**config.mk**
```make
export PLATFORM = sky130hd
export DESIGN_NAME = program_loader_flat
export DESIGN_NICKNAME = d
export VERILOG_FILES = /design/src/rtl/program_loader_if.sv /design/src/rtl/program_loader.sv /design/src/flat_wrapper.sv
export SDC_FILE = /design/constraint.sdc
export NUM_CORES = 1
export LEC_CHECK = 0
export CAP_MARGIN = 0
export CORE_UTILIZATION = 40
export CTS_CLUSTER_SIZE = 28
export DETAILED_ROUTE_END_ITERATION = 8
export GPL_TIMING_DRIVEN = 0
export SYNTH_ARGS = -nofsm -noshare
export SYNTH_HDL_FRONTEND = slang
export SYNTH_SLANG_ARGS = --single-unit
```
**constraint.sdc**
```tcl
create_clock -name clk -period 3.4 [get_ports clk]
set_input_delay 0.68 -clock clk [delete_from_list [all_inputs] [get_ports clk]]
set_output_delay 0.68 -clock clk [all_outputs]
set_load 0.005 [all_outputs]
```
**src/rtl/program_loader_if.sv**
```systemverilog
// Byte-stream input, instruction-memory write port and CPU control of the program loader.
// master = stream source / system side, slave = the loader.
interface program_loader_if #(
    parameter int unsigned ADR_W  = 12,
    parameter int unsigned INST_W = 14
);
    logic              loadReq;
    logic              inValid;
    logic [7:0]        inData;
    logic              inReady;
    logic              imemWriteEn;
    logic [ADR_W-1:0]  imemAdr;
    logic [INST_W-1:0] imemData;
    logic              cpuRst;
    logic              done;
    logic              error;

    modport master (
        output loadReq, inValid, inData,
        input  inReady, imemWriteEn, imemAdr, imemData, cpuRst, done, error
    );

    modport slave (
        input  loadReq, inValid, inData,
        output inReady, imemWriteEn, imemAdr, imemData, cpuRst, done, error
    );
endinterface

```
**src/rtl/program_loader.sv**
```systemverilog
// Boot loader: count + byte-paired instructions -> instruction memory, then releases CPU reset.
// Define PROGRAM_LOADER_CHECKSUM_EN to require a trailing XOR checksum byte.
module program_loader #(
    parameter int unsigned ADR_W  = 12,
    parameter int unsigned INST_W = 14
) (
    input logic             clk,
    input logic             rst,
    program_loader_if.slave bus
);

    typedef enum logic [3:0] {
        StIdle,
        StCntLo,
        StCntHi,
        StWLo,
        StWHi,
        StWrite,
        StRun,
        StErr
`ifdef PROGRAM_LOADER_CHECKSUM_EN
        ,
        StChk
`endif
    } stateT;

`ifdef PROGRAM_LOADER_CHECKSUM_EN
    localparam stateT DoneState = StChk;
`else
    localparam stateT DoneState = StRun;
`endif

    localparam int unsigned MaxCount = 32'd1 << ADR_W;
    // Bits of the high byte that lie above the instruction width must be zero.
    localparam logic [7:0]  HighMask = 8'hFF << (INST_W - 8);

    stateT             stateQ, stateD;
    logic [ADR_W:0]    adrQ, adrD;
    logic [15:0]       cntQ, cntD;
    logic [15:0]       countFull;
    logic [INST_W-1:0] wordQ, wordD;
    logic              pendQ, pendD;
    logic              xfer;
    logic              effReq;
    logic              inReadyInt;
`ifdef PROGRAM_LOADER_CHECKSUM_EN
    logic [7:0]        xorQ, xorD;
`endif

    always_comb begin
        inReadyInt = 1'b0;
        case (stateQ)
            StCntLo, StCntHi, StWLo, StWHi: inReadyInt = 1'b1;
`ifdef PROGRAM_LOADER_CHECKSUM_EN
            StChk:                          inReadyInt = 1'b1;
`endif
            default:                        inReadyInt = 1'b0;
        endcase
    end

    always_comb begin
        stateD    = stateQ;
        adrD      = adrQ;
        cntD      = cntQ;
        wordD     = wordQ;
        pendD     = 1'b0;
        countFull = {bus.inData, cntQ[7:0]};
        xfer      = bus.inValid && inReadyInt;
        effReq    = bus.loadReq || pendQ;
`ifdef PROGRAM_LOADER_CHECKSUM_EN
        xorD = xorQ;
        if (xfer) begin
            xorD = xorQ ^ bus.inData;
        end
`endif

        if (stateQ == StWrite) begin
            // A restart requested during the write strobe is deferred by one cycle.
            pendD = bus.loadReq;
            adrD  = adrQ + (ADR_W + 1)'(1);
            cntD  = cntQ - 16'd1;
            stateD = (cntQ == 16'd1) ? DoneState : StWLo;
        end else if (effReq) begin
            stateD = StCntLo;
            adrD   = '0;
            cntD   = '0;
`ifdef PROGRAM_LOADER_CHECKSUM_EN
            xorD = '0;
`endif
        end else if (xfer) begin
            case (stateQ)
                StCntLo: begin
                    cntD[7:0] = bus.inData;
                    stateD    = StCntHi;
                end
                StCntHi: begin
                    cntD = countFull;
                    if (countFull == 16'd0) begin
                        stateD = DoneState;
                    end else if ({16'd0, countFull} > MaxCount) begin
                        stateD = StErr;
                    end else begin
                        stateD = StWLo;
                    end
                end
                StWLo: begin
                    wordD[7:0] = bus.inData;
                    stateD     = StWHi;
                end
                StWHi: begin
                    if (|(bus.inData & HighMask)) begin
                        stateD = StErr;
                    end else begin
                        wordD[INST_W-1:8] = bus.inData[INST_W-9:0];
                        stateD            = StWrite;
                    end
                end
`ifdef PROGRAM_LOADER_CHECKSUM_EN
                StChk: begin
                    stateD = (bus.inData == xorQ) ? StRun : StErr;
                end
`endif
                default: stateD = stateQ;
            endcase
        end
    end

    always_ff @(posedge clk or posedge rst) begin
        if (rst) begin
            stateQ <= StIdle;
            adrQ   <= '0;
            cntQ   <= '0;
            wordQ  <= '0;
            pendQ  <= 1'b0;
`ifdef PROGRAM_LOADER_CHECKSUM_EN
            xorQ   <= '0;
`endif
        end else begin
            stateQ <= stateD;
            adrQ   <= adrD;
            cntQ   <= cntD;
            wordQ  <= wordD;
            pendQ  <= pendD;
`ifdef PROGRAM_LOADER_CHECKSUM_EN
            xorQ   <= xorD;
`endif
        end
    end

    // The extra counter bit only ever sets after the final write; it also blocks any write past
    // the top of memory.
    assign bus.inReady     = inReadyInt;
    assign bus.imemWriteEn = (stateQ == StWrite) && !adrQ[ADR_W];
    assign bus.imemAdr     = adrQ[ADR_W-1:0];
    assign bus.imemData    = wordQ;
    assign bus.cpuRst      = (stateQ != StRun);
    assign bus.done        = (stateQ == StRun);
    assign bus.error       = (stateQ == StErr);

endmodule

```
**src/flat_wrapper.sv**
```systemverilog
// flat-port wrapper written by rule: the top's interface ports become plain ports
module program_loader_flat 
#(
    parameter int unsigned ADR_W  = 12,
    parameter int unsigned INST_W = 14
)
  (clk, rst, bus_loadReq, bus_inValid, bus_inData, bus_inReady, bus_imemWriteEn, bus_imemAdr, bus_imemData, bus_cpuRst, bus_done, bus_error);
  program_loader_if #(.ADR_W(ADR_W), .INST_W(INST_W)) bus_i ();
  input logic clk;
  input logic rst;
  input wire logic [$bits(bus_i.loadReq)-1:0] bus_loadReq;
  input wire logic [$bits(bus_i.inValid)-1:0] bus_inValid;
  input wire logic [$bits(bus_i.inData)-1:0] bus_inData;
  output wire logic [$bits(bus_i.inReady)-1:0] bus_inReady;
  output wire logic [$bits(bus_i.imemWriteEn)-1:0] bus_imemWriteEn;
  output wire logic [$bits(bus_i.imemAdr)-1:0] bus_imemAdr;
  output wire logic [$bits(bus_i.imemData)-1:0] bus_imemData;
  output wire logic [$bits(bus_i.cpuRst)-1:0] bus_cpuRst;
  output wire logic [$bits(bus_i.done)-1:0] bus_done;
  output wire logic [$bits(bus_i.error)-1:0] bus_error;
  assign bus_i.loadReq = bus_loadReq;
  assign bus_i.inValid = bus_inValid;
  assign bus_i.inData = bus_inData;
  assign bus_inReady = bus_i.inReady;
  assign bus_imemWriteEn = bus_i.imemWriteEn;
  assign bus_imemAdr = bus_i.imemAdr;
  assign bus_imemData = bus_i.imemData;
  assign bus_cpuRst = bus_i.cpuRst;
  assign bus_done = bus_i.done;
  assign bus_error = bus_i.error;
  program_loader #(.ADR_W(ADR_W), .INST_W(INST_W)) u_core (.clk(clk), .rst(rst), .bus(bus_i));
endmodule
```
==> results of run 1 <==
per-layer routing:
metal	routed length, microns	vias to the layer above	share of wire
met4	119	0	0.018
li1	-	1136	-
met1	3060	1128	0.47
met5	0	-	0
met3	384	10	0.058
met2	3010	80	0.46
layout make-up:
| class | count | area [sq um] | share of cell area |
|---|---|---|---|
| Clock inverter | 2 | 60.1 | 0.0181 |
| Inverter | 6 | 22.5 | 0.00678 |
| Sequential cell | 47 | 1180 | 0.354 |
| Buffer | 30 | 160 | 0.0482 |
| Timing Repair Buffer | 42 | 430 | 0.130 |
| Clock buffer | 6 | 72.6 | 0.0219 |
| Multi-Input combinational cell | 202 | 1300 | 0.392 |
| Tap cell | 77 | 96.3 | 0.0290 |
registers in the layout (all words and copies together) (netlist names):
register,cells
u_core.stateQ,3
u_core.pendQ,1
u_core.cntQ,16
u_core.adrQ,13
u_core.bus.imemData,14
cell usage in the layout (no fill, tap or decap), types with 6 or more instances in the layout:
master           netlist  final
dfrtp_1               47     47
clkdlybuf4s50_1        0     41
o21ai_0               30     30
nand2_1               20     20
nor2_1                19     19
clkbuf_1              16     16
nor3_1                13     13
a21oi_1               12     12
buf_4                 12     12
mux2_2                 9      9
nor4_1                 9      9
and3_1                 8      8
or4_1                  6      6
nand3_1                6      6
nand4_1                6      6
power by group:
group,switching (W),internal (W),total (W)
clock network,0.000194,0.000294,0.000488
registers,0.0000948,0.000670,0.000765
logic,0.000355,0.000335,0.000690
final timing paths:
check,end,slack (ps),from
max,bus_imemWriteEn,270,u_core.stateQ[1]
min,u_core.adrQ[12],480,u_core.adrQ[12]
max reg2reg,u_core.cntQ[5],1010,u_core.stateQ[1]
min reg2reg,u_core.adrQ[12],480,u_core.adrQ[12]
max in group asynchronous,u_core.adrQ[5],2130,rst
min in group asynchronous,u_core.bus.imemData[10],750,rst
synthesized netlist by cell type (2+ instances only):
master / instances
o211a_1: 2
nor3b_1: 3
clkbuf_1: 16
nor4_1: 9
nand3_1: 6
inv_1: 6
nand2_1: 20
a21oi_1: 12
a221o_1: 5
o211ai_1: 2
a22oi_1: 3
nand4_1: 6
mux2_2: 9
xor2_1: 2
dfrtp_1: 47
nand3b_1: 2
or2_2: 3
nor3_1: 13
buf_4: 12
and3_1: 8
mux2_1: 5
ha_1: 4
nor2_1: 19
o2bb2ai_1: 3
o21ai_0: 30
a211oi_1: 2
or3_1: 3
o31ai_1: 2
or4_1: 6
mux2i_1: 3
nand2b_1: 2
metrics by stage:
stage                      util  total power [W]  worst slack [ps]
after floorplan               -          0.00117              1220
after global placement    0.496          0.00145               501
after detailed placement  0.499          0.00146               509
after CTS                 0.520          0.00195               173
after global routing      0.520          0.00206               104
final                     0.520          0.00194               269
logic make-up after synthesis:
kind of cell | Yosys count | synth area share
DFF | 47 | 0.442
muxes | 17 | 0.0706
AOI/OAI and AO/OA | 70 | 0.168
and+or+nand+nor | 108 | 0.222
xor gates and xnor gates | 3 | 0.00988
buffers and inverters | 36 | 0.0682
adders and majority gates | 4 | 0.0188
what timing repair did:
item                       in CTS  in global routing
resized for setup               0                  2
hold buffers                    0                  0
setup endpoints to repair       0                  1
==> metrics.md, run 1 <==
| Metric | Value |
|---|---|
| Vias in the first global route | `2323` |
| Type of origin of the critical path | `flip-flop` |
| Status | `finished, final reports clean` |
| Peak Freq | `319 MHz` |
| CTS Buf Count | `5` |
| Die height | `83.5 microns` |
| RD Place Congestion | `0.923` |
| PD cells | `585 nW/um^2` |
| Share of post-route cells with drive strength above 1 | `0.113` |
| Drc violations | `0` |
| Routed vias/inst | `5.71` |
| Fin crit share | `0.921` |
| Fin Setup TNS | `0 ps` |
| FFs w/ async S/R, synth | `1.00` |
| Design area | `3320 sq um` |
| Antenna viol nets, final | `0` |
| Largest net degree at the start of global routing | `26` |
| Synthesized net count | `301` |
| TritonCTS clock tree | `done` |
| Crit path arrival time | `2450 ps` |
| Post-synth top flop | `dfrtp_1` |
| RSZ-0062 raised after global routing | `false` |
| Slew Viols, Final | `0` |
| First-pass iteration count of the detailed router | `4` |
| Worst skew pair latency | `300 ps` |
| Mapped Avg Cell Area | `9.33 sq um` |
| Final critical-path required period | `3130 ps` |
| Total grt overflow | `0` |
| Placed insts | `404` |
| Cell area after synthesis | `2660 sq um` |
| CP max stage delay | `440 ps` |
| Placed Area | `3190 sq um` |
| All-Layer GR Usage | `0.203` |
| GR Util met2 | `0.327` |
| Most used cell, CP | `clkbuf_1` |
| # Post-CTS Setup Buffers | `0` |
| CTS Buffer Depth | `2` |
| Post-synth top area share | `0.442` |
| IO Pins | `43` |
| Drt initial violations | `153` |
| Clock Tree Root | `clkbuf_8` |
| Worst-path cell chain | `clkbuf_1, nand3b_1, clkbuf_1, clkbuf_2, nor2_1, clkdlybuf4s50_1` |
| Seq/Total Area, Yosys | `0.442` |
| Skew final | `7.92 ps` |
| Fin cells | `412` |
| Cell row count | `29` |
| Ranking of synthesized cells by area | `dfrtp_1 (44%), o21ai_0 (5.6%), mux2_2 (3.8%)` |
| Hold Slack | `483 ps` |
| Critical path type | `flip-flop to primary output` |
| Setup violations, final | `0` |
| Met3 usage | `0.0445` |
| Diodes inserted | `0` |
| Worst hold path class | `flip-flop to flip-flop` |
| H-tree Lvls | `2` |
| Cell family with most CP delay | `buffers and inverters` |
| Post-DR wirelength/cell | `16.0 microns` |
| Initial antenna violation count | `0` |
| Core ar. | `6390 sq um` |
| Setup crit end kind | `primary output` |
| Die width | `83.5 microns` |
| FILL cells | `594` |
| Die ar. | `6980 sq um` |
| Sink Count | `47` |
| Worst path slowest cell | `clkdlybuf4s50_1` |
| Yosys Warn Count | `0` |
| I/O Buffers | `41` |
| Clk slew on worst S/H paths | `90 ps` |
| Slew @ Worst Pin | `1020 ps` |
| Maxcap violations | `0` |
| Nets@finish | `350` |
| Final wirelength | `6.58 mm` |
| Hold path depth | `1` |
| Synthesized instance count | `285` |
| EDFF count, synth | `0` |
| Worst EP required | `2720 ps` |
| Area leader, netlist | `dfrtp_1` |
| Hpwl dp | `4.67 mm` |
| Distinct cells, synth | `51` |
| Final Hold Viols | `0` |
| Max-slew headroom | `0.315` |
| Worst reg2reg path depth | `7` |
| Initial Util | `0.416` |
| VDD IR-drop max | `369 uV` |
| Pleak | `1.49 nW` |
| Bufs and invs on worst path | `4` |
| Gr busiest metal | `met2` |
| Largest fanout on the critical path | `10` |
| First-pass GRT wire length | `11.4 mm` |
| #FFs+latches synth | `47` |
| Via count | `2354` |
| Met1 Use GR | `0.276` |
| Cell depth of the worst setup path | `6` |
| P&R area growth vs syn | `24.8%` |
No activity file was read; power rests on OpenSTA's default activity.
==> run 2, diff against run 1 <==
Settings changed: CAP_MARGIN 0 to unset.
==> results of run 2 <==
Final layout, timing and power as in run 1 (identical DEF).
==> run 3, diff against run 2 <==
Settings changed: SETUP_SLACK_MARGIN set to 0.3, TNS_END_PERCENT set to 5.
==> run 3 against run 2 <==
First-iteration DRC count decreased by 1.3%. Non-clock buffer count stayed put. Clock power hardly changed. Via count grew 0.76%. Maximum frequency rose by 7.0%. Routed wire length decreased by 0.12%. Sequential share of layout area barely moved. Critical path depth unchanged. Worst setup slack improved by 210 ps. Core utilization grew 0.059 points. Critical endpoint unchanged. Largest power group unchanged. Highest routed layer unchanged.
==> metrics.md, run 3 (same netlist as run 1, synthesis figures left out) <==
| Metric | Value |
|---|---|
| Worst setup path start | `u_core.stateQ[1]` |
| Psw | `0.000646 W` |
| Slew @ Worst Pin | `1080 ps` |
| Clock share of power | `0.251` |
| First-pass GRT wire length | `11.4 mm` |
| Largest net degree at the start of global routing | `26` |
| Final critical-path required period | `2930 ps` |
| Setup violations, final | `0` |
| VDD IR-drop max | `369 uV` |
| Placed Area | `3190 sq um` |
| Die ar. | `6980 sq um` |
| Core ar. | `6390 sq um` |
| IO Pins | `43` |
| Most frequent cells in the layout | `dfrtp_1 (47), clkdlybuf4s50_1 (41), o21ai_0 (30)` |
| Nets@finish | `350` |
| Final Hold Viols | `0` |
| Max FFs per register | `16` |
| Type of origin of the critical path | `flip-flop` |
| Comb power frac | `0.356` |
| Fin Setup TNS | `0 ps` |
| Int Pwr | `0.00130 W` |
| Share of post-route cells with drive strength above 1 | `0.122` |
| Diodes inserted | `0` |
| Clock Tree Root | `clkbuf_8` |
| Via count | `2372` |
| Hold_buf cts | `0` |
| H-tree Lvls | `2` |
| Top reg by flops | `u_core.cntQ` |
| Setup crit end kind | `primary output` |
| Worst hold path class | `flip-flop to flip-flop` |
| Skew final | `7.13 ps` |
| TritonCTS clock tree | `done` |
| Maxcap violations | `0` |
| Post-DR wirelength/cell | `15.9 microns` |
| Place WS | `509 ps` |
| CTS Buf Count | `5` |
| Pleak | `1.50 nW` |
| Hold_sp | `u_core.adrQ[12]` |
| Slew Viols, Final | `0` |
| Fin crit share | `0.860` |
| Total grt overflow | `0` |
| Critical path type | `flip-flop to primary output` |
| Routed vias/inst | `5.76` |
| Worst reg2reg path depth | `4` |
| Initial Util | `0.416` |
| Vias in the first global route | `2327` |
| Cell row count | `29` |
| Sw Share | `0.332` |
| Worst skew pair latency | `300 ps` |
| Register share of total power | `0.393` |
| Worst EP required | `2720 ps` |
| Initial antenna violation count | `0` |
| First-pass iteration count of the detailed router | `4` |
| P&R area growth vs syn | `25.0%` |
| Worst setup margin | `474 ps` |
| Peak Freq | `342 MHz` |
| Gr busiest metal | `met2` |
| Final wirelength | `6.57 mm` |
| Met1 Use GR | `0.276` |
| Most common cell after layout, fill and taps aside | `dfrtp_1` |
| Status | `finished, final reports clean` |
| Drc violations | `0` |
| RD Place Congestion | `0.923` |
| Design area | `3320 sq um` |
| Sink Count | `47` |
| PD cells | `586 nW/um^2` |
| Met3 usage | `0.0445` |
| Die height | `83.5 microns` |
| Hold path depth | `1` |
| Antenna viol nets, final | `0` |
| Hpwl dp | `4.67 mm` |
| Crit path arrival time | `2250 ps` |
| Die width | `83.5 microns` |
| # Post-CTS Setup Buffers | `0` |
| Reg2Reg Setup Slack | `1000 ps` |
| All-Layer GR Usage | `0.203` |
| Drt initial violations | `151` |
| CTS Buffer Depth | `2` |
| RSZ-0062 raised after global routing | `false` |
| GR Util met2 | `0.328` |
| Largest fanout on the critical path | `10` |
| Clk slew on worst S/H paths | `90 ps` |
| Max-slew headroom | `0.274` |
| I/O Buffers | `41` |
| Reg-to-reg startpoint | `u_core.cntQ[4]` |
[run 3: cell counts in the layout (fill, tap and decap cells not counted)]
No cell type changed its count.
[run 3: layer usage]
layer | routed length, microns | vias to the layer above
li1 | - | 1136
met1 | 3050 | 1133
met2 | 2980 | 92
met3 | 429 | 11
met4 | 118 | 0
met5 | 0 | -
[run 3: final cells by class]
class / instances / area (sq um)
fill: 592 / 3060
timing repair buffer: 42 / 430
clock buffer: 6 / 72.6
buffer: 30 / 164
sequential: 47 / 1180
multi-input combinational: 202 / 1300
inverter: 6 / 22.5
clock inverter: 2 / 60.1
tap: 77 / 96.3
[run 3: final timing paths]
check,to
max in group asynchronous,u_core.adrQ[5]
min in group asynchronous,u_core.bus.imemData[10]
setup / recovery,bus_imemWriteEn
setup reg to reg,u_core.stateQ[0]
hold reg to reg,u_core.adrQ[12]
hold / removal,u_core.adrQ[12]
[run 3: power groups by stage]
stage,logic (W),clock network (W),registers (W)
3_5_place_dp,0.000681,0,0.000775
3_3_place_gp,0.000676,0,0.000770
2_1_floorplan,0.000413,0,0.000757
4_1_cts,0.000685,0.000498,0.000765
6_report,0.000694,0.000488,0.000766
5_1_grt,0.000760,0.000522,0.000784
[run 3: critical path: stages, from the launching register on]
cell	delay [ps]
dfrtp_1	410
clkbuf_2	190
nand3b_1	250
clkbuf_2	230
clkbuf_2	240
nor2_1	120
clkdlybuf4s50_1	500
[run 3: repair_timing]
action,in CTS,in global routing
resized for setup,1,6
endpoints found under the setup margin,1,1
pin swaps,0,0
[run 3: metrics by stage]
stage | hold WS, ps | instances | utilization | total power [W]
2_1_floorplan | 446 | 285 | - | 0.00117
3_3_place_gp | 461 | 403 | 0.496 | 0.00145
3_5_place_dp | 474 | 404 | 0.499 | 0.00146
4_1_cts | 489 | 412 | 0.520 | 0.00195
5_1_grt | 518 | 412 | 0.520 | 0.00207
6_report | 483 | 412 | 0.520 | 0.00195
